File: config.mk
export PLATFORM = sky130hd
export DESIGN_NAME = block_controller_flat
export DESIGN_NICKNAME = d
export VERILOG_FILES = /design/src/rtl/block_controller_pkg.sv /design/src/rtl/block_controller_if.sv /design/src/rtl/block_controller_warp_mask_gen.sv /design/src/rtl/block_controller.sv /design/src/flat_wrapper.sv
export SDC_FILE = /design/constraint.sdc
export NUM_CORES = 1
export LEC_CHECK = 0
export ABC_AREA = 1
export BUFFER_PORTS_ARGS = -buffer_cell sky130_fd_sc_hd__buf_2
export CAP_MARGIN = 15
export CORE_UTILIZATION = 54
export CTS_CLUSTER_DIAMETER = 120
export DETAILED_ROUTE_END_ITERATION = 8
export PLACE_DENSITY = 0.83
export SLEW_MARGIN = 5
export SYNTH_ARGS = -nofsm -noshare
export SYNTH_HDL_FRONTEND = slang
export SYNTH_SLANG_ARGS = --single-unit
File: constraint.sdc
create_clock -name clk -period 4.8 [get_ports clk]
set_input_delay 0.96 -clock clk [delete_from_list [all_inputs] [get_ports clk]]
set_output_delay 0.96 -clock clk [all_outputs]
set_load 0.01 [all_outputs]
File: src/rtl/block_controller_pkg.sv
// Shared definitions for the block controller slice.
// Provides the controller state type and encodings, the default core geometry, and the
// thread-count clamp used when a block is accepted.
package block_controller_pkg;

    typedef logic [1:0] block_state_t;

    localparam block_state_t IDLE = 2'd0;
    localparam block_state_t RUN  = 2'd1;
    localparam block_state_t DONE = 2'd2;

    localparam int unsigned NUM_WARPS_DEFAULT        = 4;
    localparam int unsigned THREADS_PER_WARP_DEFAULT = 8;

    // Clamp the requested thread count to the core capacity. 9 bits because a full core may
    // hold 256 threads, one more than threads_per_block can express.
    function automatic logic [8:0] clamp_threads(input logic [7:0] threads,
                                                 input logic [8:0] capacity);
        logic [8:0] wide;
        wide = {1'b0, threads};
        return (wide > capacity) ? capacity : wide;
    endfunction

endpackage

File: src/rtl/block_controller_if.sv
// Dispatcher and warp-scheduler signals of one core's block controller.
//   master: dispatcher/scheduler side, drives start, block_id, threads_per_block, warp_done.
//   slave:  block controller, drives done, cur_block_id, overflow, warp_start,
//           warp_thread_mask, warp_base_thread, busy_cycles.
interface block_controller_if
    import block_controller_pkg::*;
#(
    parameter int unsigned NUM_WARPS        = NUM_WARPS_DEFAULT,
    parameter int unsigned THREADS_PER_WARP = THREADS_PER_WARP_DEFAULT
);

    logic                                  start;
    logic [7:0]                            block_id;
    logic [7:0]                            threads_per_block;
    logic                                  done;
    logic [7:0]                            cur_block_id;
    logic                                  overflow;
    logic [NUM_WARPS-1:0]                  warp_start;
    logic [NUM_WARPS-1:0]                  warp_done;
    logic [NUM_WARPS*THREADS_PER_WARP-1:0] warp_thread_mask;
    logic [NUM_WARPS*8-1:0]                warp_base_thread;
    logic [15:0]                           busy_cycles;

    modport master (
        output start, block_id, threads_per_block, warp_done,
        input  done, cur_block_id, overflow, warp_start, warp_thread_mask,
               warp_base_thread, busy_cycles
    );

    modport slave (
        input  start, block_id, threads_per_block, warp_done,
        output done, cur_block_id, overflow, warp_start, warp_thread_mask,
               warp_base_thread, busy_cycles
    );

endinterface

File: src/rtl/block_controller_warp_mask_gen.sv
// Combinational lane-mask generator for one warp slot.
//   eff:       effective (clamped) thread count of the block, 0..256.
//   lane_mask: lane l set iff WARP_INDEX*THREADS_PER_WARP + l < eff.
//   active:    warp holds at least one thread.
module block_controller_warp_mask_gen #(
    parameter int unsigned WARP_INDEX       = 0,
    parameter int unsigned THREADS_PER_WARP = 8
) (
    input  logic [8:0]                  eff,
    output logic [THREADS_PER_WARP-1:0] lane_mask,
    output logic                        active
);

    localparam logic [8:0] BASE = 9'(WARP_INDEX * THREADS_PER_WARP);

    always_comb begin
        lane_mask = '0;
        for (int l = 0; l < THREADS_PER_WARP; l++) begin
            lane_mask[l] = (BASE + 9'(l)) < eff;
        end
    end

    assign active = BASE < eff;

endmodule

File: src/rtl/block_controller.sv
// Core-side endpoint of the dispatcher/core block handshake.
// Accepts one block while start is high, launches each active warp with its lane mask,
// tracks warp completion and raises done, holding it until the dispatcher resets the core.
//   clk, reset: clock and synchronous active-high reset.
//   bus:        block_controller_if slave modport (dispatcher and warp-scheduler signals).
module block_controller
    import block_controller_pkg::*;
#(
    parameter int unsigned NUM_WARPS        = NUM_WARPS_DEFAULT,
    parameter int unsigned THREADS_PER_WARP = THREADS_PER_WARP_DEFAULT
) (
    input logic              clk,
    input logic              reset,
    block_controller_if.slave bus
);

    localparam int unsigned LANES    = NUM_WARPS * THREADS_PER_WARP;
    localparam logic [8:0]  CAPACITY = 9'(LANES);

    block_state_t         state;
    logic [NUM_WARPS-1:0] active_mask;
    logic [NUM_WARPS-1:0] finished;
    logic [NUM_WARPS-1:0] active_c;
    logic [NUM_WARPS-1:0] completing;
    logic [NUM_WARPS-1:0] finished_c;
    logic [LANES-1:0]     mask_c;
    logic [8:0]           eff;

    assign eff = clamp_threads(bus.threads_per_block, CAPACITY);

    for (genvar w = 0; w < NUM_WARPS; w++) begin : g_warp
        block_controller_warp_mask_gen #(
            .WARP_INDEX       (w),
            .THREADS_PER_WARP (THREADS_PER_WARP)
        ) u_mask_gen (
            .eff       (eff),
            .lane_mask (mask_c[w*THREADS_PER_WARP +: THREADS_PER_WARP]),
            .active    (active_c[w])
        );
        assign bus.warp_base_thread[w*8 +: 8] = 8'(w * THREADS_PER_WARP);
    end

    // warp_done only counts while that warp is launched; inactive slots never have warp_start.
    assign completing = bus.warp_start & bus.warp_done;
    assign finished_c = finished | completing;

    always_ff @(posedge clk) begin
        if (reset) begin
            state                <= IDLE;
            bus.done             <= 1'b0;
            bus.cur_block_id     <= 8'd0;
            bus.overflow         <= 1'b0;
            bus.warp_start       <= '0;
            bus.warp_thread_mask <= '0;
            bus.busy_cycles      <= 16'd0;
            finished             <= '0;
            active_mask          <= '0;
        end else begin
            case (state)
                IDLE: begin
                    if (bus.start) begin
                        bus.cur_block_id     <= bus.block_id;
                        bus.overflow         <= bus.overflow |
                                                ({1'b0, bus.threads_per_block} > CAPACITY);
                        bus.warp_thread_mask <= mask_c;
                        bus.warp_start       <= active_c;
                        active_mask          <= active_c;
                        finished             <= '0;
                        if (eff == 9'd0) begin
                            state    <= DONE;
                            bus.done <= 1'b1;
                        end else begin
                            state <= RUN;
                        end
                    end
                end
                RUN: begin
                    if (bus.busy_cycles != 16'hFFFF) begin
                        bus.busy_cycles <= bus.busy_cycles + 16'd1;
                    end
                    bus.warp_start <= bus.warp_start & ~completing;
                    finished       <= finished_c;
                    // Include this edge's completions so done rises on the last warp_done edge.
                    if ((finished_c & active_mask) == active_mask) begin
                        state    <= DONE;
                        bus.done <= 1'b1;
                    end
                end
                DONE: begin
                    // Everything holds until reset.
                end
                default: begin
                    state <= IDLE;
                end
            endcase
        end
    end

endmodule
File: src/flat_wrapper.sv
// flat-port wrapper written by rule: the top's interface ports become plain ports
module block_controller_flat import block_controller_pkg::*;
#(
    parameter int unsigned NUM_WARPS        = NUM_WARPS_DEFAULT,
    parameter int unsigned THREADS_PER_WARP = THREADS_PER_WARP_DEFAULT
)
  (clk, reset, bus_start, bus_block_id, bus_threads_per_block, bus_warp_done, bus_done, bus_cur_block_id, bus_overflow, bus_warp_start, bus_warp_thread_mask, bus_warp_base_thread, bus_busy_cycles);
  block_controller_if #(.NUM_WARPS(NUM_WARPS), .THREADS_PER_WARP(THREADS_PER_WARP)) bus_i ();
  input logic clk;
  input logic reset;
  input wire logic [$bits(bus_i.start)-1:0] bus_start;
  input wire logic [$bits(bus_i.block_id)-1:0] bus_block_id;
  input wire logic [$bits(bus_i.threads_per_block)-1:0] bus_threads_per_block;
  input wire logic [$bits(bus_i.warp_done)-1:0] bus_warp_done;
  output wire logic [$bits(bus_i.done)-1:0] bus_done;
  output wire logic [$bits(bus_i.cur_block_id)-1:0] bus_cur_block_id;
  output wire logic [$bits(bus_i.overflow)-1:0] bus_overflow;
  output wire logic [$bits(bus_i.warp_start)-1:0] bus_warp_start;
  output wire logic [$bits(bus_i.warp_thread_mask)-1:0] bus_warp_thread_mask;
  output wire logic [$bits(bus_i.warp_base_thread)-1:0] bus_warp_base_thread;
  output wire logic [$bits(bus_i.busy_cycles)-1:0] bus_busy_cycles;
  assign bus_i.start = bus_start;
  assign bus_i.block_id = bus_block_id;
  assign bus_i.threads_per_block = bus_threads_per_block;
  assign bus_i.warp_done = bus_warp_done;
  assign bus_done = bus_i.done;
  assign bus_cur_block_id = bus_i.cur_block_id;
  assign bus_overflow = bus_i.overflow;
  assign bus_warp_start = bus_i.warp_start;
  assign bus_warp_thread_mask = bus_i.warp_thread_mask;
  assign bus_warp_base_thread = bus_i.warp_base_thread;
  assign bus_busy_cycles = bus_i.busy_cycles;
  block_controller #(.NUM_WARPS(NUM_WARPS), .THREADS_PER_WARP(THREADS_PER_WARP)) u_core (.clk(clk), .reset(reset), .bus(bus_i));
endmodule
Yosys cells after proc, flatten, opt, wreduce, memory -nomap -nowiden
Cells that the tools add are included.

Reductions and logical operators: 8. Order comparisons: 33. Bitwise gates (word level): 7. Shifts and indexed selects: 0. Equality and inequality tests: 7. Add/sub/neg operators: 1. Multiply operators: 0. Multiplexer cells: 13. Div/mod/pow operators: 0.

Operators by type and width (count): less-than comparator 5 x 9 -> 1 bit (first input constant) (16); less-than comparator 4 x 9 -> 1 bit (first input constant) (8); less-than comparator 3 x 9 -> 1 bit (first input constant) (4); less-than comparator 1 x 9 -> 1 bit (first input constant) (2); less-than comparator 2 x 9 -> 1 bit (first input constant) (2); adder 16 x 1 -> 16 bit (second input constant) (1); != test 16 bit (second input constant) (1); one-hot mux 4 bit (2 select lines) (2); AND 4 bit (3); logical NOT 9 bit (1); > comparator 8 x 6 -> 1 bit (second input constant) (1); two-way mux 4 bit (2); two-way mux 8 bit (1); two-way mux 2 bit (3); one-hot mux 2 bit (3 select lines) (1); AND reduction 2 bit (3); == test 4 bit (1); != test 2 x 1 -> 1 bit (second input constant) (2); inverter 4 bit (1); OR 4 bit (1); AND reduction 4 bit (1); two-way mux 1 bit (3); AND reduction 3 bit (1); == test 2 x 1 -> 1 bit (second input constant) (1); 7 further kinds (7).

Logic and storage cells: 78. Latch bits: 0. Memory bits (read-only): 0. Bits in registers: 72. Input bits: 23. Memories kept: 0. Output and inout bits: 94. RAM bits: 0.

Depth between registers and ports, before layout
Depth in word-level cells: 6. Mapped depth: 9. Depth with buffers taken out: 9.

Hierarchy
A second synthesis with hierarchy kept.

Cells, all modules: 592. Area total of the unflattened synthesis: 3898.7 µm².

Modules (own cells, without submodules): block_controller (times used 1, cells an instance 459, seq. area each 1441.4 µm², area an instance 3286.9 µm²); block_controller_warp_mask_gen (u_core.g_warp[1].u_mask_gen) (times used 1, cells an instance 35, seq. area each 0.0 µm², area an instance 178.9 µm²); block_controller_warp_mask_gen (u_core.g_warp[2].u_mask_gen) (times used 1, cells an instance 38, seq. area each 0.0 µm², area an instance 161.4 µm²); block_controller_warp_mask_gen (u_core.g_warp[3].u_mask_gen) (times used 1, cells an instance 33, seq. area each 0.0 µm², area an instance 160.2 µm²); block_controller_warp_mask_gen (u_core.g_warp[0].u_mask_gen) (times used 1, cells an instance 27, seq. area each 0.0 µm², area an instance 111.4 µm²).

Least setup slack after synthesis
No wires, ideal clock.

Path kind: input -> register. From: input port bus_threads_per_block[6]. To: register u_core.active_mask[1]. Buffers on the path: 0. Path slack: 2896 ps. Data required time: 4690 ps. Stages on the path: 8. Arrival: 1794 ps. Library setup time: 110 ps. Cells stage by stage: nor2_4 > nand3_1 > nor2_1 > nand2_1 > nand2_1 > nand3_1 > nand2_1 > inv_1.

Cells in the longest elaborated chain, start to end: 3.

Ends and longest elaborated chain: start: declaration (line flat_wrapper.sv:13) `input wire logic [$bits(bus_i.threads_per_block)-1:0] bus_threads_per_block;`; > comparator 8 x 6 -> 1 bit (line block_controller_pkg.sv:21) `return (wide > capacity) ? capacity : wide;`; two-way mux 8 bit (*) (line block_controller_pkg.sv:21); less-than comparator 4 x 9 -> 1 bit (*) (line block_controller_warp_mask_gen.sv:23) `assign active = BASE < eff;`; end signal: assignment (line block_controller.sv:67) `active_mask <= active_c;`; end: declaration (line block_controller.sv:21) `logic [NUM_WARPS-1:0] active_mask;`.

Every way passes the cells marked *; elsewhere a longest branch is shown, timed or not. A chain may end at the register's enable or synchronous reset.

Final worst setup path
From: input port bus_start. To: register u_core.bus.warp_thread_mask[14].

Cells in the longest elaborated chain, start to end: 1.

Ends and longest elaborated chain: start: declaration (line flat_wrapper.sv:11) `input wire logic [$bits(bus_i.start)-1:0] bus_start;`; AND reduction 2 bit (no source line); end signal: assignment (line block_controller.sv:65) `bus.warp_thread_mask <= mask_c;`; end: declaration (line block_controller_if.sv:32) `output done, cur_block_id, overflow, warp_start, warp_thread_mask,`.

No other way between the ends.

==> flow_summary.json <==
{
  "status": "finished clean",
  "yosys_warnings": 0,
  "async_reset_ff_frac": 0,
  "worstSkewPairLatency_ns": 0.35,
  "synth_fa_ha_area_frac": 0.00366,
  "drv_slew": 0,
  "startpoint_type": "primary input",
  "rows": 28,
  "antenna_left": 0,
  "cts_hold_buf": 0,
  "cts_root_buffer": "clkbuf_8",
  "synth_edf_count": 0,
  "irDropWorstVdd_uv": 292,
  "endpoint_kind": "register",
  "p_leak_nw": 1.83,
  "first_global_vias": 2900,
  "grt_max_degree": 45,
  "cts_resized": 0,
  "drc_errors": 0,
  "relSlewSlack": 0.454,
  "port-buffer-count": 84,
  "post_drt_wl_per_cell_um": 12.0,
  "wl_um": 7860,
  "clkSinkCount": 68,
  "postCtsSetupRepairBufs": 0,
  "clk_pin_slew_worst_paths_ns": 0.07,
  "fin_skew_ns": 0.00716,
  "setup_viol": 0,
  "grt_overflow": 0,
  "antenna_found_initial": 0,
  "synth_top_family_by_area": "simple AND/OR/NAND/NOR gates",
  "core-area_um2": 6030,
  "worst_slew_pin_slew_ns": 0.820,
  "drive_above_1_share": 0.194,
  "max_freq_ghz": 0.433,
  "synth_xor_area_frac": 0.0205,
  "fin_tns_setup_ns": 0,
  "cts_tree": "done",
  "required_ns": 5.07,
  "hold_violations": 0,
  "yosysTopAreaCellShare": 0.398,
  "vias": 3359,
  "globalplace.congestion": 0.912,
  "ys.flop_type": "dfxtp_1",
  "synth_seq_cells": 68,
  "synth_area_um2": 3420,
  "synth_area_leaders": "dfxtp_1 (40%), nand2_1 (14%), a21oi_1 (7.0%), buf_4 (7.0%), nand3_1 (6.4%)",
  "grt_pass1_wl_um": 12700,
  "h-tree-depth": 3,
  "whs_ns": 0.462,
  "synth_top_area_cell": "dfxtp_1",
  "initial_core_util": 0.568,
  "pin_count": 117,
  "nNetsFinal": 598,
  "critical_path_class": "primary input to register",
  "dpl.hpwl_um": 5560,
  "syn_inst": 497,
  "fp.dieH_um": 81.6,
  "path_max_fanout": 42,
  "die_w_um": 81.6,
  "firstDrtPassIters": 6,
  "ys_seq_area_frac": 0.398,
  "yosys.area_share.simple": 0.315,
  "viasPerCell": 5.14,
  "drv_cap": 0,
  "cts.path.max_buffers": 2,
  "fin_crit_ns": 2.31,
  "hold_path_class": "register to register",
  "synth_compound_area_frac": 0.128,
  "synth.area.mux_share": 0,
  "cp.arrival_ns": 2.58,
  "rsz0062_at_grt": "no",
  "track_usage": 0.247,
  "finalCritPeriodShare": 0.481,
  "post_synth.cell_area_avg_um2": 6.88,
  "drtIter0Drc": 195,
  "dieArea_um2": 6660,
  "ys_types": 31,
  "powerDensity_nw_per_um2": 347,
  "syn2layout_area_growth_pct": 14.4,
  "cts_buffers": 9,
  "layout_common_cells": "nand2_1 (131), buf_2 (84), dfxtp_1 (68), nor2_1 (57), a21oi_1 (48)",
  "mostFrequentLayoutCell": "nand2_1",
  "diodes": 0
}
Yosys cell counts (3+ instances only):
| cell type | count |
|---|---|
| a211oi_1 | 4 |
| a21oi_1 | 48 |
| buf_4 | 32 |
| clkbuf_1 | 11 |
| dfxtp_1 | 68 |
| inv_1 | 33 |
| inv_2 | 3 |
| nand2_1 | 131 |
| nand2_2 | 3 |
| nand3_1 | 44 |
| nand4_1 | 7 |
| nor2_1 | 57 |
| nor2_2 | 3 |
| nor2_4 | 4 |
| o21ai_0 | 19 |
| o21ai_1 | 5 |
| xor2_1 | 6 |
logic make-up after synthesis:
kind of cell / count (synthesis)
AO/OA/AOI/OAI: 81
AND/OR/NAND/NOR: 252
adder cells (fa/ha/maj): 1
XOR/XNOR: 8
buffers and inverters: 85
flip-flops: 68
other: 2
report_power, final:
part | total, mW | internal (mW) | switching, mW
logic | 0.256 | 0.0877 | 0.169
clock network | 0.455 | 0.251 | 0.204
registers | 0.646 | 0.614 | 0.0315
flip-flops by register name (all words and copies together), names as in the netlist:
signal	count
u_core.active_mask	3
u_core.bus.busy_cycles	16
u_core.bus.warp_thread_mask	29
u_core.state	2
u_core.bus.cur_block_id	8
u_core.bus.overflow	1
u_core.bus.warp_start	4
u_core.bus.done	1
u_core.finished	4
worst paths after layout:
path | startpoint | end | slack, ns | depth (start not counted)
max | bus_start | u_core.bus.warp_thread_mask[14]$_SDFFE_PP0P_ | 2.49 | 9
min reg2reg | u_core.bus.warp_thread_mask[26]$_SDFFE_PP0P_ | u_core.bus.warp_thread_mask[26]$_SDFFE_PP0P_ | 0.46 | 2
max reg2reg | u_core.bus.busy_cycles[0]$_SDFFE_PP0P_ | u_core.bus.busy_cycles[9]$_SDFFE_PP0P_ | 2.74 | 8
min | u_core.bus.warp_thread_mask[26]$_SDFFE_PP0P_ | u_core.bus.warp_thread_mask[26]$_SDFFE_PP0P_ | 0.46 | 2
worst max-delay path: stages:
cell     delay (ns)
buf_2          0.08
nand2_1        0.14
nor2_4         0.46
inv_2          0.43
nor2_1         0.19
nand2_1        0.07
nand2_1        0.08
nand2_1        0.06
a21oi_1        0.10
metal layers:
layer,wire (um),GRT usage,up-vias
li1,-,-,1687
met1,3500,0.311,1530
met2,3700,0.398,130
met3,524,0.0567,12
met4,140,0.121,0
met5,0,0,-
stage by stage:
stage / std cells / power, mW / setup slack [ns] / utilization / area [um^2]
floorplan: 527 / 0.846 / 2.90 / - / 3530
global placement: 638 / 0.906 / 2.21 / 0.619 / 3730
detailed placement: 638 / 0.913 / 2.13 / 0.619 / 3730
CTS: 653 / 1.36 / 2.48 / 0.650 / 3910
global route: 653 / 1.42 / 2.27 / 0.650 / 3910
finish: 653 / 1.36 / 2.49 / 0.650 / 3910
cell type report:
| type | count | area, um^2 |
|---|---|---|
| tap | 75 | 93.8 |
| multi-input combinational | 374 | 1720 |
| fill | 558 | 2110 |
| inverter | 37 | 139 |
| timing repair buffer | 84 | 420 |
| sequential | 68 | 1360 |
| clock inverter | 2 | 35.0 |
| clock buffer | 13 | 149 |
No activity file was read; power rests on OpenSTA's default activity.
